`src/rtl/vga_pixel_feeder_pkg.sv`:
```
// Shared VGA timing constants, feeder FSM states and the pixel record stored in the FIFO.
// The sync stage imports the same constants so both sides agree on the frame geometry.
package vga_pixel_feeder_pkg;

    localparam int PIX_DATA_W = 8;

    // 800x600 @ 60 Hz SVGA timing
    localparam int H_ACT   = 800;
    localparam int H_FP    = 40;
    localparam int H_SYNC  = 128;
    localparam int H_BP    = 88;
    localparam int H_TOTAL = H_ACT + H_FP + H_SYNC + H_BP;
    localparam int V_ACT   = 600;
    localparam int V_FP    = 1;
    localparam int V_SYNC  = 4;
    localparam int V_BP    = 23;
    localparam int V_TOTAL = V_ACT + V_FP + V_SYNC + V_BP;

    typedef enum logic [1:0] {
        ALIGN  = 2'd0,
        WAIT   = 2'd1,
        STREAM = 2'd2
    } feed_state_e;

    typedef struct packed {
        logic                  sof;
        logic [PIX_DATA_W-1:0] r;
        logic [PIX_DATA_W-1:0] g;
        logic [PIX_DATA_W-1:0] b;
    } pixel_t;

    // The pixel counter only ever holds 0..n-1, so clog2(n) bits suffice
    function automatic int cntWidth(input int n);
        return (n <= 2) ? 1 : $clog2(n);
    endfunction

endpackage

```
`src/rtl/vga_pixel_feeder_if.sv`:
```
// Stream-side, display-side and status signals of the pixel feeder in one bundle.
// slave is the feeder's view, master is the view of whatever drives it.
interface vga_pixel_feeder_if
    import vga_pixel_feeder_pkg::*;
#(
    parameter int DATA_W = PIX_DATA_W
);

    logic              s_valid;
    logic              s_ready;
    logic              s_sof;
    logic [DATA_W-1:0] s_r;
    logic [DATA_W-1:0] s_g;
    logic [DATA_W-1:0] s_b;

    logic              disp_req;
    logic              disp_sof;
    logic [DATA_W-1:0] pix_r;
    logic [DATA_W-1:0] pix_g;
    logic [DATA_W-1:0] pix_b;
    logic              pix_fill;

    logic              underflow;
    logic              sync_err;
    logic              clr_status;

    modport slave (
        input  s_valid, s_sof, s_r, s_g, s_b, disp_req, disp_sof, clr_status,
        output s_ready, pix_r, pix_g, pix_b, pix_fill, underflow, sync_err
    );

    modport master (
        output s_valid, s_sof, s_r, s_g, s_b, disp_req, disp_sof, clr_status,
        input  s_ready, pix_r, pix_g, pix_b, pix_fill, underflow, sync_err
    );

endinterface

```
`src/rtl/vga_pixel_feeder_fifo.sv`:
```
// Register-array FIFO with extra-bit pointers; the head entry is read straight from the
// storage registers, so a word written this cycle becomes visible at the head next cycle.
module pixel_fifo #(
    parameter int WIDTH  = 25,
    parameter int ADDR_W = 4
) (
    input  logic             clock,
    input  logic             areset,
    input  logic             push_i,
    input  logic [WIDTH-1:0] data_i,
    input  logic             pop_i,
    output logic [WIDTH-1:0] data_o,
    output logic             full_o,
    output logic             empty_o
);

    localparam int DEPTH = 1 << ADDR_W;

    logic [WIDTH-1:0]  mem_q [DEPTH];
    logic [ADDR_W:0]   wrPtr_q;
    logic [ADDR_W:0]   rdPtr_q;
    logic              doPush;
    logic              doPop;

    // Pointers differ only in the MSB when the write side has lapped the read side
    assign full_o  = (wrPtr_q[ADDR_W] != rdPtr_q[ADDR_W]) &&
                     (wrPtr_q[ADDR_W-1:0] == rdPtr_q[ADDR_W-1:0]);
    assign empty_o = (wrPtr_q == rdPtr_q);

    assign doPush = push_i && !full_o;
    assign doPop  = pop_i && !empty_o;

    assign data_o = mem_q[rdPtr_q[ADDR_W-1:0]];

    always_ff @(posedge clock or posedge areset) begin
        if (areset) begin
            wrPtr_q <= '0;
            rdPtr_q <= '0;
        end else begin
            if (doPush) begin
                wrPtr_q <= wrPtr_q + (ADDR_W+1)'(1);
            end
            if (doPop) begin
                rdPtr_q <= rdPtr_q + (ADDR_W+1)'(1);
            end
        end
    end

    always_ff @(posedge clock) begin
        if (doPush) begin
            mem_q[wrPtr_q[ADDR_W-1:0]] <= data_i;
        end
    end

endmodule

```
`src/rtl/vga_pixel_feeder.sv`:
```
// Elastic buffer from the upstream pixel stream to the VGA output stage: aligns stream frames
// to display frames and substitutes a fill colour whenever no correctly aligned pixel exists.
module vga_pixel_feeder
    import vga_pixel_feeder_pkg::*;
#(
    parameter int               DATA_W   = PIX_DATA_W,
    parameter int               ADDR_W   = 4,
    parameter int               H_ACT    = vga_pixel_feeder_pkg::H_ACT,
    parameter int               V_ACT    = vga_pixel_feeder_pkg::V_ACT,
    parameter logic [3*DATA_W-1:0] FILL_RGB = '0
) (
    input  logic              clock,
    input  logic              areset,
    vga_pixel_feeder_if.slave bus
);

    localparam int FRAME_PIX = H_ACT * V_ACT;
    localparam int CNT_W     = cntWidth(FRAME_PIX);
    localparam int RGB_W     = 3 * DATA_W;

    feed_state_e        state_q, state_d;
    logic [CNT_W-1:0]   cnt_q, cnt_d;
    logic [RGB_W-1:0]   pixRgb_q;
    logic               pixFill_q;
    logic               underflow_q;
    logic               syncErr_q;

    logic [RGB_W:0]     fifoIn;
    logic [RGB_W:0]     head;
    logic               fifoFull;
    logic               fifoEmpty;
    logic               pop;
    logic               takeHead;
    logic               setUnderflow;
    logic               setSyncErr;
    logic               headSof;
    logic [RGB_W-1:0]   headRgb;

    assign fifoIn  = {bus.s_sof, bus.s_r, bus.s_g, bus.s_b};
    assign headSof = head[RGB_W];
    assign headRgb = head[RGB_W-1:0];

    // Held low for the whole reset, independent of the clock
    assign bus.s_ready = !fifoFull && !areset;

    pixel_fifo #(
        .WIDTH  (RGB_W + 1),
        .ADDR_W (ADDR_W)
    ) u_fifo (
        .clock   (clock),
        .areset  (areset),
        .push_i  (bus.s_valid && bus.s_ready),
        .data_i  (fifoIn),
        .pop_i   (pop),
        .data_o  (head),
        .full_o  (fifoFull),
        .empty_o (fifoEmpty)
    );

    always_comb begin
        state_d      = state_q;
        cnt_d        = cnt_q;
        pop          = 1'b0;
        takeHead     = 1'b0;
        setUnderflow = 1'b0;
        setSyncErr   = 1'b0;
        case (state_q)
            ALIGN: begin
                if (!fifoEmpty) begin
                    if (headSof) begin
                        state_d = WAIT;
                    end else begin
                        pop = 1'b1;
                    end
                end
            end
            WAIT: begin
                if (bus.disp_req && bus.disp_sof && !fifoEmpty && headSof) begin
                    pop      = 1'b1;
                    takeHead = 1'b1;
                    cnt_d    = CNT_W'(1);
                    state_d  = (FRAME_PIX == 1) ? WAIT : STREAM;
                end else if (!fifoEmpty && !headSof) begin
                    // A frame-complete exit can leave mid-frame data at the head; go discard it
                    state_d = ALIGN;
                end
            end
            STREAM: begin
                if (bus.disp_req) begin
                    if (fifoEmpty) begin
                        setUnderflow = 1'b1;
                        cnt_d        = '0;
                        state_d      = ALIGN;
                    end else if (headSof) begin
                        setSyncErr = 1'b1;
                        cnt_d      = '0;
                        state_d    = WAIT;
                    end else if (bus.disp_sof) begin
                        setSyncErr = 1'b1;
                        cnt_d      = '0;
                        state_d    = ALIGN;
                    end else begin
                        pop      = 1'b1;
                        takeHead = 1'b1;
                        if (cnt_q == CNT_W'(FRAME_PIX - 1)) begin
                            cnt_d   = '0;
                            state_d = WAIT;
                        end else begin
                            cnt_d = cnt_q + CNT_W'(1);
                        end
                    end
                end
            end
            default: begin
                cnt_d   = '0;
                state_d = ALIGN;
            end
        endcase
    end

    // Output pixel only moves on a display request; a status clear beats a same-cycle set
    always_ff @(posedge clock or posedge areset) begin
        if (areset) begin
            state_q     <= ALIGN;
            cnt_q       <= '0;
            pixRgb_q    <= '0;
            pixFill_q   <= 1'b1;
            underflow_q <= 1'b0;
            syncErr_q   <= 1'b0;
        end else begin
            state_q <= state_d;
            cnt_q   <= cnt_d;
            if (bus.disp_req) begin
                pixRgb_q  <= takeHead ? headRgb : FILL_RGB;
                pixFill_q <= !takeHead;
            end
            if (bus.clr_status) begin
                underflow_q <= 1'b0;
                syncErr_q   <= 1'b0;
            end else begin
                underflow_q <= underflow_q || setUnderflow;
                syncErr_q   <= syncErr_q || setSyncErr;
            end
        end
    end

    assign bus.pix_r     = pixRgb_q[3*DATA_W-1 -: DATA_W];
    assign bus.pix_g     = pixRgb_q[2*DATA_W-1 -: DATA_W];
    assign bus.pix_b     = pixRgb_q[DATA_W-1 -: DATA_W];
    assign bus.pix_fill  = pixFill_q;
    assign bus.underflow = underflow_q;
    assign bus.sync_err  = syncErr_q;

endmodule

```
`src/flat_wrapper.sv`:
```
// flat-port wrapper written by rule: the top's interface ports become plain ports
module vga_pixel_feeder_flat import vga_pixel_feeder_pkg::*;
#(
    parameter int               DATA_W   = PIX_DATA_W,
    parameter int               ADDR_W   = 4,
    parameter int               H_ACT    = vga_pixel_feeder_pkg::H_ACT,
    parameter int               V_ACT    = vga_pixel_feeder_pkg::V_ACT,
    parameter logic [3*DATA_W-1:0] FILL_RGB = '0
)
  (clock, areset, bus_s_valid, bus_s_sof, bus_s_r, bus_s_g, bus_s_b, bus_disp_req, bus_disp_sof, bus_clr_status, bus_s_ready, bus_pix_r, bus_pix_g, bus_pix_b, bus_pix_fill, bus_underflow, bus_sync_err);
  vga_pixel_feeder_if #(.DATA_W(DATA_W)) bus_i ();
  input  logic clock;
  input  logic areset;
  input wire logic [$bits(bus_i.s_valid)-1:0] bus_s_valid;
  input wire logic [$bits(bus_i.s_sof)-1:0] bus_s_sof;
  input wire logic [$bits(bus_i.s_r)-1:0] bus_s_r;
  input wire logic [$bits(bus_i.s_g)-1:0] bus_s_g;
  input wire logic [$bits(bus_i.s_b)-1:0] bus_s_b;
  input wire logic [$bits(bus_i.disp_req)-1:0] bus_disp_req;
  input wire logic [$bits(bus_i.disp_sof)-1:0] bus_disp_sof;
  input wire logic [$bits(bus_i.clr_status)-1:0] bus_clr_status;
  output wire logic [$bits(bus_i.s_ready)-1:0] bus_s_ready;
  output wire logic [$bits(bus_i.pix_r)-1:0] bus_pix_r;
  output wire logic [$bits(bus_i.pix_g)-1:0] bus_pix_g;
  output wire logic [$bits(bus_i.pix_b)-1:0] bus_pix_b;
  output wire logic [$bits(bus_i.pix_fill)-1:0] bus_pix_fill;
  output wire logic [$bits(bus_i.underflow)-1:0] bus_underflow;
  output wire logic [$bits(bus_i.sync_err)-1:0] bus_sync_err;
  assign bus_i.s_valid = bus_s_valid;
  assign bus_i.s_sof = bus_s_sof;
  assign bus_i.s_r = bus_s_r;
  assign bus_i.s_g = bus_s_g;
  assign bus_i.s_b = bus_s_b;
  assign bus_i.disp_req = bus_disp_req;
  assign bus_i.disp_sof = bus_disp_sof;
  assign bus_i.clr_status = bus_clr_status;
  assign bus_s_ready = bus_i.s_ready;
  assign bus_pix_r = bus_i.pix_r;
  assign bus_pix_g = bus_i.pix_g;
  assign bus_pix_b = bus_i.pix_b;
  assign bus_pix_fill = bus_i.pix_fill;
  assign bus_underflow = bus_i.underflow;
  assign bus_sync_err = bus_i.sync_err;
  vga_pixel_feeder #(.DATA_W(DATA_W), .ADDR_W(ADDR_W), .H_ACT(H_ACT), .V_ACT(V_ACT), .FILL_RGB(FILL_RGB)) u_core (.clock(clock), .areset(areset), .bus(bus_i));
endmodule
```
`config.mk`:
```
export PLATFORM = sky130hd
export DESIGN_NAME = vga_pixel_feeder_flat
export DESIGN_NICKNAME = d
export VERILOG_FILES = /design/src/rtl/vga_pixel_feeder_pkg.sv /design/src/rtl/vga_pixel_feeder_if.sv /design/src/rtl/vga_pixel_feeder_fifo.sv /design/src/rtl/vga_pixel_feeder.sv /design/src/flat_wrapper.sv
export SDC_FILE = /design/constraint.sdc
export NUM_CORES = 1
export LEC_CHECK = 0
export BUFFER_PORTS_ARGS = -buffer_cell sky130_fd_sc_hd__buf_2
export CELL_PAD_IN_SITES_DETAIL_PLACEMENT = 1
export CELL_PAD_IN_SITES_GLOBAL_PLACEMENT = 2
export CORE_MARGIN = 2
export CORE_UTILIZATION = 30
export CTS_BUF_LIST = sky130_fd_sc_hd__clkbuf_8 sky130_fd_sc_hd__clkbuf_16
export DETAILED_ROUTE_END_ITERATION = 8
export HOLD_SLACK_MARGIN = 0.02
export PLACE_DENSITY = 0.52
export SETUP_SLACK_MARGIN = 0.2
export SYNTH_ARGS = -nofsm -noshare
export SYNTH_HDL_FRONTEND = slang
export SYNTH_SLANG_ARGS = --single-unit
export TNS_END_PERCENT = 20
```
`constraint.sdc`:
```
create_clock -name clock -period 11.58 [get_ports clock]
set_input_delay 0.579 -clock clock [delete_from_list [all_inputs] [get_ports clock]]
set_output_delay 0.579 -clock clock [all_outputs]
set_load 0.05 [all_outputs]
```
### Word-level counts from Yosys, hierarchy flattened

Memories as Yosys holds them, arrays and structs flattened.
Cells that the tools add are included.

* memory bits (writable): 400
* word-level logic and storage cells: 83
* output and inout port bits: 28
* input port bits: 31
* memories kept: 1
* register bits after elaboration: 58

* add/subtract/negate cells: 3
* equality and inequality tests: 12
* multiplexer cells: 39
* reduce and logical (&&, ||, !) cells: 19
* bitwise logic cells: 1

Memories
* u_core.u_fifo.mem_q: depth 16, bits a word 25, read ports 1, clocked after memory_dff 0, write ports 1, RTL line vga_pixel_feeder_fifo.sv:19 `logic [WIDTH-1:0] mem_q [DEPTH];`

Operator list (number)
* two-way mux 19 bit: 6
* one-hot mux 19 bit (3 select lines): 1
* two-way mux 24 bit: 1
* adder 19 x 1 -> 19 bit, second input constant: 1
* equality test 19 bit, second input constant: 1
* two-way mux 1 bit: 19
* two-way mux 2 bit: 9
* adder 5 x 1 -> 5 bit, second input constant: 2
* logical AND 1 bit: 9
* one-hot mux 2 bit (3 select lines): 1
* equality test 5 bit: 1
* logical NOT 1 bit: 5
* inequality test 5 x 2 -> 1 bit, second input constant: 1
* AND reduction 5 bit: 1
* equality test 4 bit: 1
* inequality test 2 x 1 -> 1 bit, second input constant: 2
* inequality test 2 bit, second input constant: 2
* inequality test 3 x 1 -> 1 bit, second input constant: 1
* one-hot mux 1 bit (3 select lines): 1
* AND reduction 3 bit: 1
* equality test 2 x 1 -> 1 bit, second input constant: 1
* equality test 2 bit, second input constant: 1
* logical NOT 2 bit: 1
* logical OR 1 bit: 2
* 3 further kinds: 3

### Depth between registers and ports, before layout

Gate-level depths: netlist of run 1.

* word-level depth: 8
* depth in mapped cells: 9
* gate-level depth less buffers: 7

### Cells and area by module

A second synthesis of run 1 with hierarchy kept.

* cells, all modules: 915
* area, all modules: 18062.3 µm²

Modules (own cells, without submodules)
* pixel_fifo: sequential area each 12261.8 µm², times used 1, cells an instance 694, area each 15747.6 µm²
* vga_pixel_feeder: sequential area each 1202.4 µm², times used 1, cells an instance 221, area each 2314.7 µm²

### Worst setup path after synthesis of run 1

No wires, ideal clock.

* kind: input -> register
* start point: input areset
* end point: memory u_core.u_fifo.mem_q[3][0] (enable)
* data required time: 11.142 ns
* slack: 6.418 ns
* path buffers: 1
* arrival: 4.724 ns
* setup time: 0.438 ns
* stages: 6
* cells stage by stage: inv_1 o21a_1 and2_1 clkbuf_1 nand2_1 nor3_1

* word-level cells in the longest chain between the ends: 6

Ends and longest elaborated chain
* start: declaration: RTL line flat_wrapper.sv:13 `input logic areset;`
* logical NOT 1 bit: RTL line vga_pixel_feeder.sv:44 `assign bus.s_ready = !fifoFull && !areset;`
* logical AND 1 bit: RTL line vga_pixel_feeder.sv:44
* named net bus_s_ready: RTL line flat_wrapper.sv:22 `output wire logic [$bits(bus_i.s_ready)-1:0] bus_s_ready;`
* logical AND 1 bit: RTL line vga_pixel_feeder.sv:52 `.push_i (bus.s_valid && bus.s_ready),`
* logical AND 1 bit: RTL line vga_pixel_feeder_fifo.sv:30 `assign doPush = push_i && !full_o;`
* two-way mux 1 bit: RTL line vga_pixel_feeder_fifo.sv:50 `if (doPush) begin`
* two-way mux 1 bit (not written as such): RTL line vga_pixel_feeder_fifo.sv:51 `mem_q[wrPtr_q[ADDR_W-1:0]] <= data_i;`
* end: declaration: RTL line vga_pixel_feeder_fifo.sv:19

The timed path passes the listed nets, and every way through them passes these cells.

### Worst setup path in the final report of run 1

* start point: register u_core.u_fifo.rdPtr_q[2]
* end point: register u_core.cnt_q[6]

* word-level cells in the longest chain between the ends: 6
* elaborated cells on any way between the ends: 11
* classes of those cells: 2 x eq/ne; 4 x mux; 4 x reduce/logical; 1 x memory

Ends and longest elaborated chain
* start: declaration: RTL line vga_pixel_feeder_fifo.sv:21 `logic [ADDR_W:0] rdPtr_q;`
* start signal: assignment: RTL line vga_pixel_feeder_fifo.sv:44 `rdPtr_q <= rdPtr_q + (ADDR_W+1)'(1);`
* branches (longest 6 deep; another with memory (16 x 25 bit))
* end signal: assignment: RTL line vga_pixel_feeder.sv:132 `cnt_q <= cnt_d;`
* end: declaration: RTL line vga_pixel_feeder.sv:22 `logic [CNT_W-1:0] cnt_q, cnt_d;`

Parallel ways; which one is timed is not known. The select of a mux whose other input is x is not followed.
A chain may end at the register's enable or synchronous reset.

==> results.sh, run 1 <==
export IMPL_maxCapViolations=0
export IMPL_h_tree_depth=2
export IMPL_postSynthAreaPerCell_um2=20.03
export IMPL_die_area_mm2=0.06214
export IMPL_setup_buffers_after_cts=0
export IMPL_met1_routed_wirelength_after_detailed_routing_um=21080
export IMPL_synth_enable_flop_cells=400
export IMPL_cellLeakagePower_nw=6.968
export IMPL_outcome="completed"
export IMPL_mappedNetlistNets=942
export IMPL_synthesis_yosys_warnings=0
export IMPL_numPortBuffers=58
export IMPL_detail_route_antenna_nets=0
export IMPL_post_synth_top_area_fraction_pct=66.55
export IMPL_cp_data_arrival_time_ps=4610
export IMPL_floorplan_io_pins=59
export IMPL_drt_pass1_iter_count=7
export IMPL_synth_cell_area_mm2=0.01805
export IMPL_timing_critical_path_slowest_cell_delay_ps=890
export IMPL_grt_pass1_wl_um=69120
export IMPL_synth_commonest_cells="sky130_fd_sc_hd__edfxtp_1 (400), sky130_fd_sc_hd__mux4_2 (125), sky130_fd_sc_hd__inv_1 (64), sky130_fd_sc_hd__dfrtp_1 (57), sky130_fd_sc_hd__o22ai_1 (29)"
export IMPL_cts_root_buffer="sky130_fd_sc_hd__clkbuf_16"
export IMPL_timing_final_crit_share_pct=35.54
export IMPL_synth_async_sr_flop_share_pct=12.66
export IMPL_via_per_inst=4.914
export IMPL_slew_limit_headroom_pct=16.21
export IMPL_seq_area_frac_synth_pct=74.60
export IMPL_power_density_mw_per_mm2=238.5
export IMPL_period_minus_slack_ps=4116
export IMPL_timing_hold_violations_final=0
export IMPL_placeableCoreArea_mm2=0.05924
export IMPL_area_growth_synth_to_final_pct=16.82
export IMPL_ys_dominant_reg_cell="sky130_fd_sc_hd__edfxtp_1"
export IMPL_number_of_cells_on_the_worst_hold_path=2
export IMPL_hold_path_startpoint="bus_clr_status"
export IMPL_total_wire_length_um=46050
export IMPL_global_route_overflow_total=0
export IMPL_global_route_usage_total_pct=15.23
export IMPL_grt_antenna_before_repair=1
export IMPL_finalNetCount=1023
export IMPL_cp_cell_sequence="buf_4 > mux4_2 > mux4_2 > nand2b_1 > nor4_4 > nand2b_1 > o22ai_1"
export IMPL_clk_transition_reported_paths_ps=60
export IMPL_diodes=0
export IMPL_yosys_area_top_type="sky130_fd_sc_hd__edfxtp_1"
export IMPL_critical_path_slowest_cell="sky130_fd_sc_hd__nor4_4"
export IMPL_final_cells=1798
export IMPL_synth_distinct_cells=44
export IMPL_worst_path_buf_inv=1
export IMPL_cts_tree="yes"
export IMPL_final_layout_size_suffix_gt1_share_pct=28.98
export IMPL_die_w_um=249.3
export IMPL_fmaxAchievable_mhz=243.0
export IMPL_finalSetupViolCount=0
export IMPL_pin_count_of_the_biggest_net_entering_global_routing=60
export IMPL_die_height_um=249.3
export IMPL_via_count_of_the_first_global_routing_pass=9840
export IMPL_routed_via_count=8836
export IMPL_kind_of_end_point_of_the_critical_path="flop"
export IMPL_drt_drc_violations_left=0
export IMPL_place_congestion=0.6928
export IMPL_skew_ps=46.19
export IMPL_reg2reg_from="u_core.u_fifo.rdPtr_q[2]$_DFFE_PP0P_"
export IMPL_cts_sinks=458
export IMPL_r2r_end="u_core.cnt_q[6]$_DFFE_PP0P_"
export IMPL_route_detailed_wl_per_inst_um=25.61
export IMPL_worst_path_dominant_cell_family="simple AND/OR/NAND/NOR gates"
export IMPL_r2r_cells=7
export IMPL_clock_path_buffers=3
export IMPL_power_ir_vdd_worst_v=0.0001255
export IMPL_timing_setup_tns_ps=0
export IMPL_starting_density_of_the_core_pct=30.47
export IMPL_setup_repair_after_global_routing_missed_its_margin="no"
export IMPL_dp_final_hpwl_um=24760
export IMPL_total_power_mw=5.028
export IMPL_drt_iter0_markers=504
export IMPL_timing_worst_setup_path_type="flop to flop"
export IMPL_synth_ff_latch_count=458
export IMPL_detailroute_wirelength_met3_um=1384
export IMPL_dp_cells=1702
export IMPL_insertion_delay_ps=610
export IMPL_floorplan_rows=89
export IMPL_count_of_cells_resized_by_post_cts_repair=0
export IMPL_met2RoutedLength_um=22450
export IMPL_finalMaxSlewViolations=0
export IMPL_timing_reg2reg_setup_slack_ps=7460
export IMPL_cts_hold_buffers_added=0
export IMPL_crit_path_max_fanout=32
export IMPL_topRoutingLayerUsed="met4"
export IMPL_postSynthCellCount=901
export IMPL_worst_hold_check_path_type="primary input to flop"
export IMPL_numCtsBuffers=51
export IMPL_worst_setup_path_start_kind="flop"
export IMPL_endpoint_worst_hold="u_core.bus.underflow$_DFF_PP0_"
export IMPL_tightest_slew_ps=1254
export IMPL_synth_area_top_cells="sky130_fd_sc_hd__edfxtp_1 (67%), sky130_fd_sc_hd__mux4_2 (16%), sky130_fd_sc_hd__dfrtp_1 (7.9%)"
export IMPL_yosysMostFrequentCell="sky130_fd_sc_hd__edfxtp_1"
export IMPL_timing_critical_path_required_ps=12070
worst register-to-register path, cell delays in order, from the launching register on:
cell                       delay, ps
sky130_fd_sc_hd__dfrtp_2         340
sky130_fd_sc_hd__buf_4           600
sky130_fd_sc_hd__mux4_2          640
sky130_fd_sc_hd__mux4_2          620
sky130_fd_sc_hd__nand2b_1        290
sky130_fd_sc_hd__nor4_4          890
sky130_fd_sc_hd__nand2b_1        360
sky130_fd_sc_hd__o22ai_1         260
cell families after synthesis:
kind of cell,share of synthesized area [%]
flops,74.60
simple gates,3.217
xor+xnor,0.6794
compound gates,2.253
fa+ha+maj,0.6932
mux,16.27
buf+inv,2.288
final cells by class:
cell class / instances / area, µm²
clock buffers: 53 / 1315
clock inverters: 43 / 420.4
fillers: 5835 / 38160
inverters: 65 / 245.2
multi-input cells: 335 / 4274
flip-flops and latches: 458 / 13470
well taps: 773 / 967.2
repair buffers: 71 / 387.9
how the worst max path moves through the flow:
stage,cells past startpoint,start,end,slack (ps)
after global placement,7,areset,u_core.u_fifo.mem_q[12][17]$_DFFE_PP_,7490
after detailed placement,7,u_core.u_fifo.rdPtr_q[2]$_DFFE_PP0P_,u_core.cnt_q[3]$_DFFE_PP0P_,7450
after floorplan,6,areset,u_core.u_fifo.mem_q[3][0]$_DFFE_PP_,6420
after CTS,7,u_core.u_fifo.rdPtr_q[2]$_DFFE_PP0P_,u_core.cnt_q[6]$_DFFE_PP0P_,7370
after global routing,7,u_core.u_fifo.rdPtr_q[2]$_DFFE_PP0P_,u_core.cnt_q[6]$_DFFE_PP0P_,7150
final,7,u_core.u_fifo.rdPtr_q[2]$_DFFE_PP0P_,u_core.cnt_q[6]$_DFFE_PP0P_,7460
where the power goes:
part	switching, mW	internal, mW
logic	0.664	0.611
registers	0.175	1.92
clock network	0.680	0.982
routing by layer:
| metal | vias up | global-route usage (%) |
|---|---|---|
| li1 | 3804 | - |
| met2 | 158 | 25.03 |
| met4 | 0 | 4.699 |
| met1 | 4804 | 21.03 |
| met5 | - | 0 |
| met3 | 70 | 2.079 |
layout by cell type, fill, tap and decap left out, types with 4 or more instances in the layout:
cell	instances
sky130_fd_sc_hd__xnor2_1	12
sky130_fd_sc_hd__o22ai_1	29
sky130_fd_sc_hd__clkbuf_16	52
sky130_fd_sc_hd__nand4_1	14
sky130_fd_sc_hd__clkinv_1	8
sky130_fd_sc_hd__buf_2	58
sky130_fd_sc_hd__nor3_1	6
sky130_fd_sc_hd__nand3_1	13
sky130_fd_sc_hd__dfrtp_1	53
sky130_fd_sc_hd__inv_1	76
sky130_fd_sc_hd__a21oi_1	17
sky130_fd_sc_hd__nor4_1	4
sky130_fd_sc_hd__buf_4	13
sky130_fd_sc_hd__ha_1	10
sky130_fd_sc_hd__and2_1	4
sky130_fd_sc_hd__mux4_2	125
sky130_fd_sc_hd__nor2_4	11
sky130_fd_sc_hd__nand2_1	23
sky130_fd_sc_hd__clkinvlp_4	4
sky130_fd_sc_hd__nor3_2	4
sky130_fd_sc_hd__edfxtp_1	400
sky130_fd_sc_hd__and3_1	4
sky130_fd_sc_hd__mux2i_1	11
sky130_fd_sc_hd__nor2_1	7
sky130_fd_sc_hd__o21a_1	4
sky130_fd_sc_hd__nand2b_1	6
sky130_fd_sc_hd__bufinv_16	7
sky130_fd_sc_hd__clkinv_2	8
registers in the layout, indices dropped and copies added, names as in the netlist:
signal / count
u_core.bus.pix_fill: 1
u_core.bus.sync_err: 1
u_core.bus.underflow: 1
u_core.cnt_q: 19
u_core.pixRgb_q: 24
u_core.state_q: 2
u_core.u_fifo.mem_q: 400
u_core.u_fifo.rdPtr_q: 5
u_core.u_fifo.wrPtr_q: 5
metrics by stage:
step | instance area, µm² | hold slack, ps | setup slack (ps) | utilization (%)
floorplan | 18050 | 450.9 | 6418 | -
global placement | 19350 | 476.4 | 7489 | 32.66
detailed placement | 19350 | 500.7 | 7451 | 32.66
CTS | 21080 | 110.3 | 7368 | 35.59
global route | 21080 | 126.5 | 7146 | 35.59
finish | 21080 | 146.0 | 7464 | 35.59
No activity file was read; power rests on OpenSTA's default activity.
==> run 2, diff against run 1 <==
ABC_AREA = 1   (was not set)
PLACE_DENSITY = 0.58   (was 0.52)
clock period = 3.9 ns   (was 11.58 ns; I/O delays follow)
==> run 2 against run 1 <==
  * Sequential cell count stayed put
  * Non-clock buffer count is 43 higher
  * Sequential share of layout area is 4.5 points lower
  * Critical path depth is 5 higher
  * Total power grew to 3.2 times the previous value
  * Core utilization is 0.23 points higher
==> results.sh, run 2 <==
export IMPL_mappedNetlistNets=1722
export IMPL_num_fill_cells=6895
export IMPL_timing_worst_setup_path_type="flop to flop"
export IMPL_tightest_slew_ps=924.6
export IMPL_clock_path_buffers=3
export IMPL_diodes=0
export IMPL_synth_area_top_cells="sky130_fd_sc_hd__edfxtp_1 (62%), sky130_fd_sc_hd__nand2_1 (9.1%), sky130_fd_sc_hd__dfrtp_1 (7.4%)"
export IMPL_die_area_mm2=0.06633
export IMPL_ys_dominant_reg_cell="sky130_fd_sc_hd__edfxtp_1"
export IMPL_worst_hold_check_path_type="primary input to flop"
export IMPL_global_route_usage_total_pct=17.39
export IMPL_grt_pass1_wl_um=87800
export IMPL_numCtsBuffers=54
export IMPL_global_route_usage_met3_pct=2.218
export IMPL_total_power_mw=15.99
export IMPL_layout_cells_most_common="sky130_fd_sc_hd__nand2_1"
export IMPL_finalNetCount=1801
export IMPL_die_w_um=257.5
export IMPL_timing_critical_path_required_ps=4360
export IMPL_clk_transition_reported_paths_ps=60
export IMPL_slew_limit_headroom_pct=38.21
export IMPL_via_count_of_the_first_global_routing_pass=13610
export IMPL_final_cell_mix="sky130_fd_sc_hd__nand2_1 (466), sky130_fd_sc_hd__edfxtp_1 (400), sky130_fd_sc_hd__nand3_1 (142)"
export IMPL_dp_final_hpwl_um=33710
export IMPL_floorplan_rows=92
export IMPL_global_route_overflow_total=0
export IMPL_synth_distinct_cells=40
export IMPL_postSynthAreaPerCell_um2=11.47
export IMPL_route_detailed_wl_per_inst_um=21.65
export IMPL_postSynthCellCount=1681
export IMPL_power_ir_vdd_worst_v=0.0003579
export IMPL_routed_via_count=12930
export IMPL_worst_setup_path_start_kind="flop"
export IMPL_yosys_area_top_type="sky130_fd_sc_hd__edfxtp_1"
export IMPL_kind_of_end_point_of_the_critical_path="flop"
export IMPL_finalSetupViolCount=0
export IMPL_period_minus_slack_ps=2961
export IMPL_synth_async_sr_flop_share_pct=12.66
export IMPL_finalMaxSlewViolations=0
export IMPL_detail_route_antenna_nets=0
export IMPL_met2_usage_in_global_routing_pct=28.64
export IMPL_synth_commonest_cells="sky130_fd_sc_hd__nand2_1 (466), sky130_fd_sc_hd__edfxtp_1 (400), sky130_fd_sc_hd__nand3_1 (142), sky130_fd_sc_hd__nor2_1 (121), sky130_fd_sc_hd__a21oi_1 (105)"
export IMPL_outcome="completed"
export IMPL_timing_reg2reg_setup_slack_ps=940
export IMPL_sequential_cell_area_mm2=0.01347
export IMPL_final_layout_size_suffix_gt1_share_pct=13.57
export IMPL_global_route_usage_met1_pct=24.28
export IMPL_drt_pass1_iter_count=4
export IMPL_cts_tree="yes"
export IMPL_drt_iter0_markers=809
export IMPL_floorplan_io_pins=59
export IMPL_synthesis_yosys_warnings=0
export IMPL_timing_hold_violations_final=0
export IMPL_power_density_mw_per_mm2=705.4
export IMPL_timing_setup_tns_ps=0
export IMPL_via_per_inst=4.876
export IMPL_multi_input_area_mm2=0.005234
export IMPL_die_height_um=257.5
export IMPL_synth_enable_flop_cells=400
export IMPL_grt_antenna_before_repair=1
export IMPL_global_route_peak_usage_layer="met2"
export IMPL_placeableCoreArea_mm2=0.06331
export IMPL_total_wire_length_um=57410
export IMPL_insertion_delay_ps=620
export IMPL_post_synth_top_area_fraction_pct=62.29
export IMPL_seq_area_frac_synth_pct=69.82
export IMPL_synth_cell_area_mm2=0.01928
export IMPL_h_tree_depth=2
export IMPL_cts_root_buffer="sky130_fd_sc_hd__clkbuf_16"
export IMPL_skew_ps=20.21
export IMPL_drt_drc_violations_left=0
export IMPL_crit_path_max_fanout=136
export IMPL_place_congestion=0.7658
export IMPL_fmaxAchievable_mhz=337.8
export IMPL_area_growth_synth_to_final_pct=17.58
export IMPL_cp_data_arrival_time_ps=3420
export IMPL_synth_ff_latch_count=458
export IMPL_cellLeakagePower_nw=8.321
export IMPL_yosysMostFrequentCell="sky130_fd_sc_hd__nand2_1"
export IMPL_largest_reg_flops=400
export IMPL_cts_sinks=458
export IMPL_starting_density_of_the_core_pct=30.46
export IMPL_setup_repair_after_global_routing_missed_its_margin="no"
export IMPL_pin_count_of_the_biggest_net_entering_global_routing=137
export IMPL_timing_final_crit_share_pct=75.91
export IMPL_numPortBuffers=58
export IMPL_maxCapViolations=0
export IMPL_count_of_cells_resized_by_post_cts_repair=0
## run 2: cell types whose count changed after synthesis, moves of 54 or more
cell                      change
sky130_fd_sc_hd__nand2_1    +443
sky130_fd_sc_hd__nand3_1    +129
sky130_fd_sc_hd__o21ai_0     +54
sky130_fd_sc_hd__nor2_1     +103
sky130_fd_sc_hd__a21oi_1     +88
sky130_fd_sc_hd__mux4_2     -125
## run 2: per-stage QoR
stage / instance area [µm²] / util (%) / hold WS, ps / setup WS, ps / cells
2_1_floorplan: 19290 / - / 258.1 / 561.9 / 1681
3_3_place_gp: 20610 / 32.55 / 193.0 / 965.7 / 2524
3_5_place_dp: 20610 / 32.55 / 200.3 / 906.8 / 2524
4_1_cts: 22680 / 35.82 / 22.17 / 887.5 / 2652
5_1_grt: 22680 / 35.82 / 31.47 / 650.1 / 2652
6_report: 22680 / 35.82 / 41.05 / 939.4 / 2652
## run 2: kinds of logic after synthesis
family / after synthesis / synth area share, %
adders and majority gates: 10 / 0.6488
xor gates and xnor gates: 13 / 0.5904
DFF: 458 / 69.82
buffers and inverters: 154 / 3.659
AOI/OAI and AO/OA: 255 / 7.974
and+or+nand+nor: 791 / 17.31
## run 2: routing by layer
layer / routed length (µm) / vias up
met5: 0 / -
met4: 1244 / 0
met3: 1601 / 70
met2: 27080 / 173
met1: 27480 / 6605
li1: - / 6082
## run 2: where the power goes
part	internal (mW)	leakage [nW]	switching (mW)	total (mW)
sequential	5.67	4.39	0.194	5.86
clock	3.01	0.914	2.09	5.10
combinational	1.32	3.02	3.72	5.04
total	9.99	8.32	6.00	16.0
## run 2: critical path: stages (launching register included)
cell and delay [ps]:
sky130_fd_sc_hd__dfrtp_4 610, sky130_fd_sc_hd__buf_12 470, sky130_fd_sc_hd__nand2_1 100, sky130_fd_sc_hd__nand2_1 100, sky130_fd_sc_hd__nand2_1 50, sky130_fd_sc_hd__nand3_1 110
sky130_fd_sc_hd__nand3_2 130, sky130_fd_sc_hd__nand2_4 260, sky130_fd_sc_hd__inv_2 90, sky130_fd_sc_hd__nand3_2 90, sky130_fd_sc_hd__nand2_2 80, sky130_fd_sc_hd__nand2_4 390
sky130_fd_sc_hd__o21ai_0 150
## run 2: final timing paths
| check | start | end | cells past startpoint |
|---|---|---|---|
| setup / recovery | u_core.u_fifo.rdPtr_q[0]$_DFFE_PP0P_ | u_core.pixRgb_q[6]$_DFFE_PP0P_ | 12 |
| hold / removal | bus_s_g[7] | u_core.u_fifo.mem_q[7][15]$_DFFE_PP_ | 1 |
| setup reg to reg | u_core.u_fifo.rdPtr_q[0]$_DFFE_PP0P_ | u_core.pixRgb_q[6]$_DFFE_PP0P_ | 12 |
| hold reg to reg | u_core.pixRgb_q[0]$_DFFE_PP0P_ | u_core.pixRgb_q[0]$_DFFE_PP0P_ | 2 |
| max in group asynchronous | areset | u_core.u_fifo.rdPtr_q[1]$_DFFE_PP0P_ | 4 |
| min in group asynchronous | areset | u_core.pixRgb_q[3]$_DFFE_PP0P_ | 3 |
## run 2: what timing repair did
action,4_1_cts,5_1_grt
hold buffers,26,0
buffers inserted,0,0
hold endpoints to repair,360,0
## run 2: layout make-up
class	instances	area share (%)
flip-flops and latches	458	59.42
multi-input cells	1069	23.08
clock buffers	62	6.445
well taps	846	4.668
repair buffers	114	3.752
clock inverters	40	1.534
inverters	63	1.104
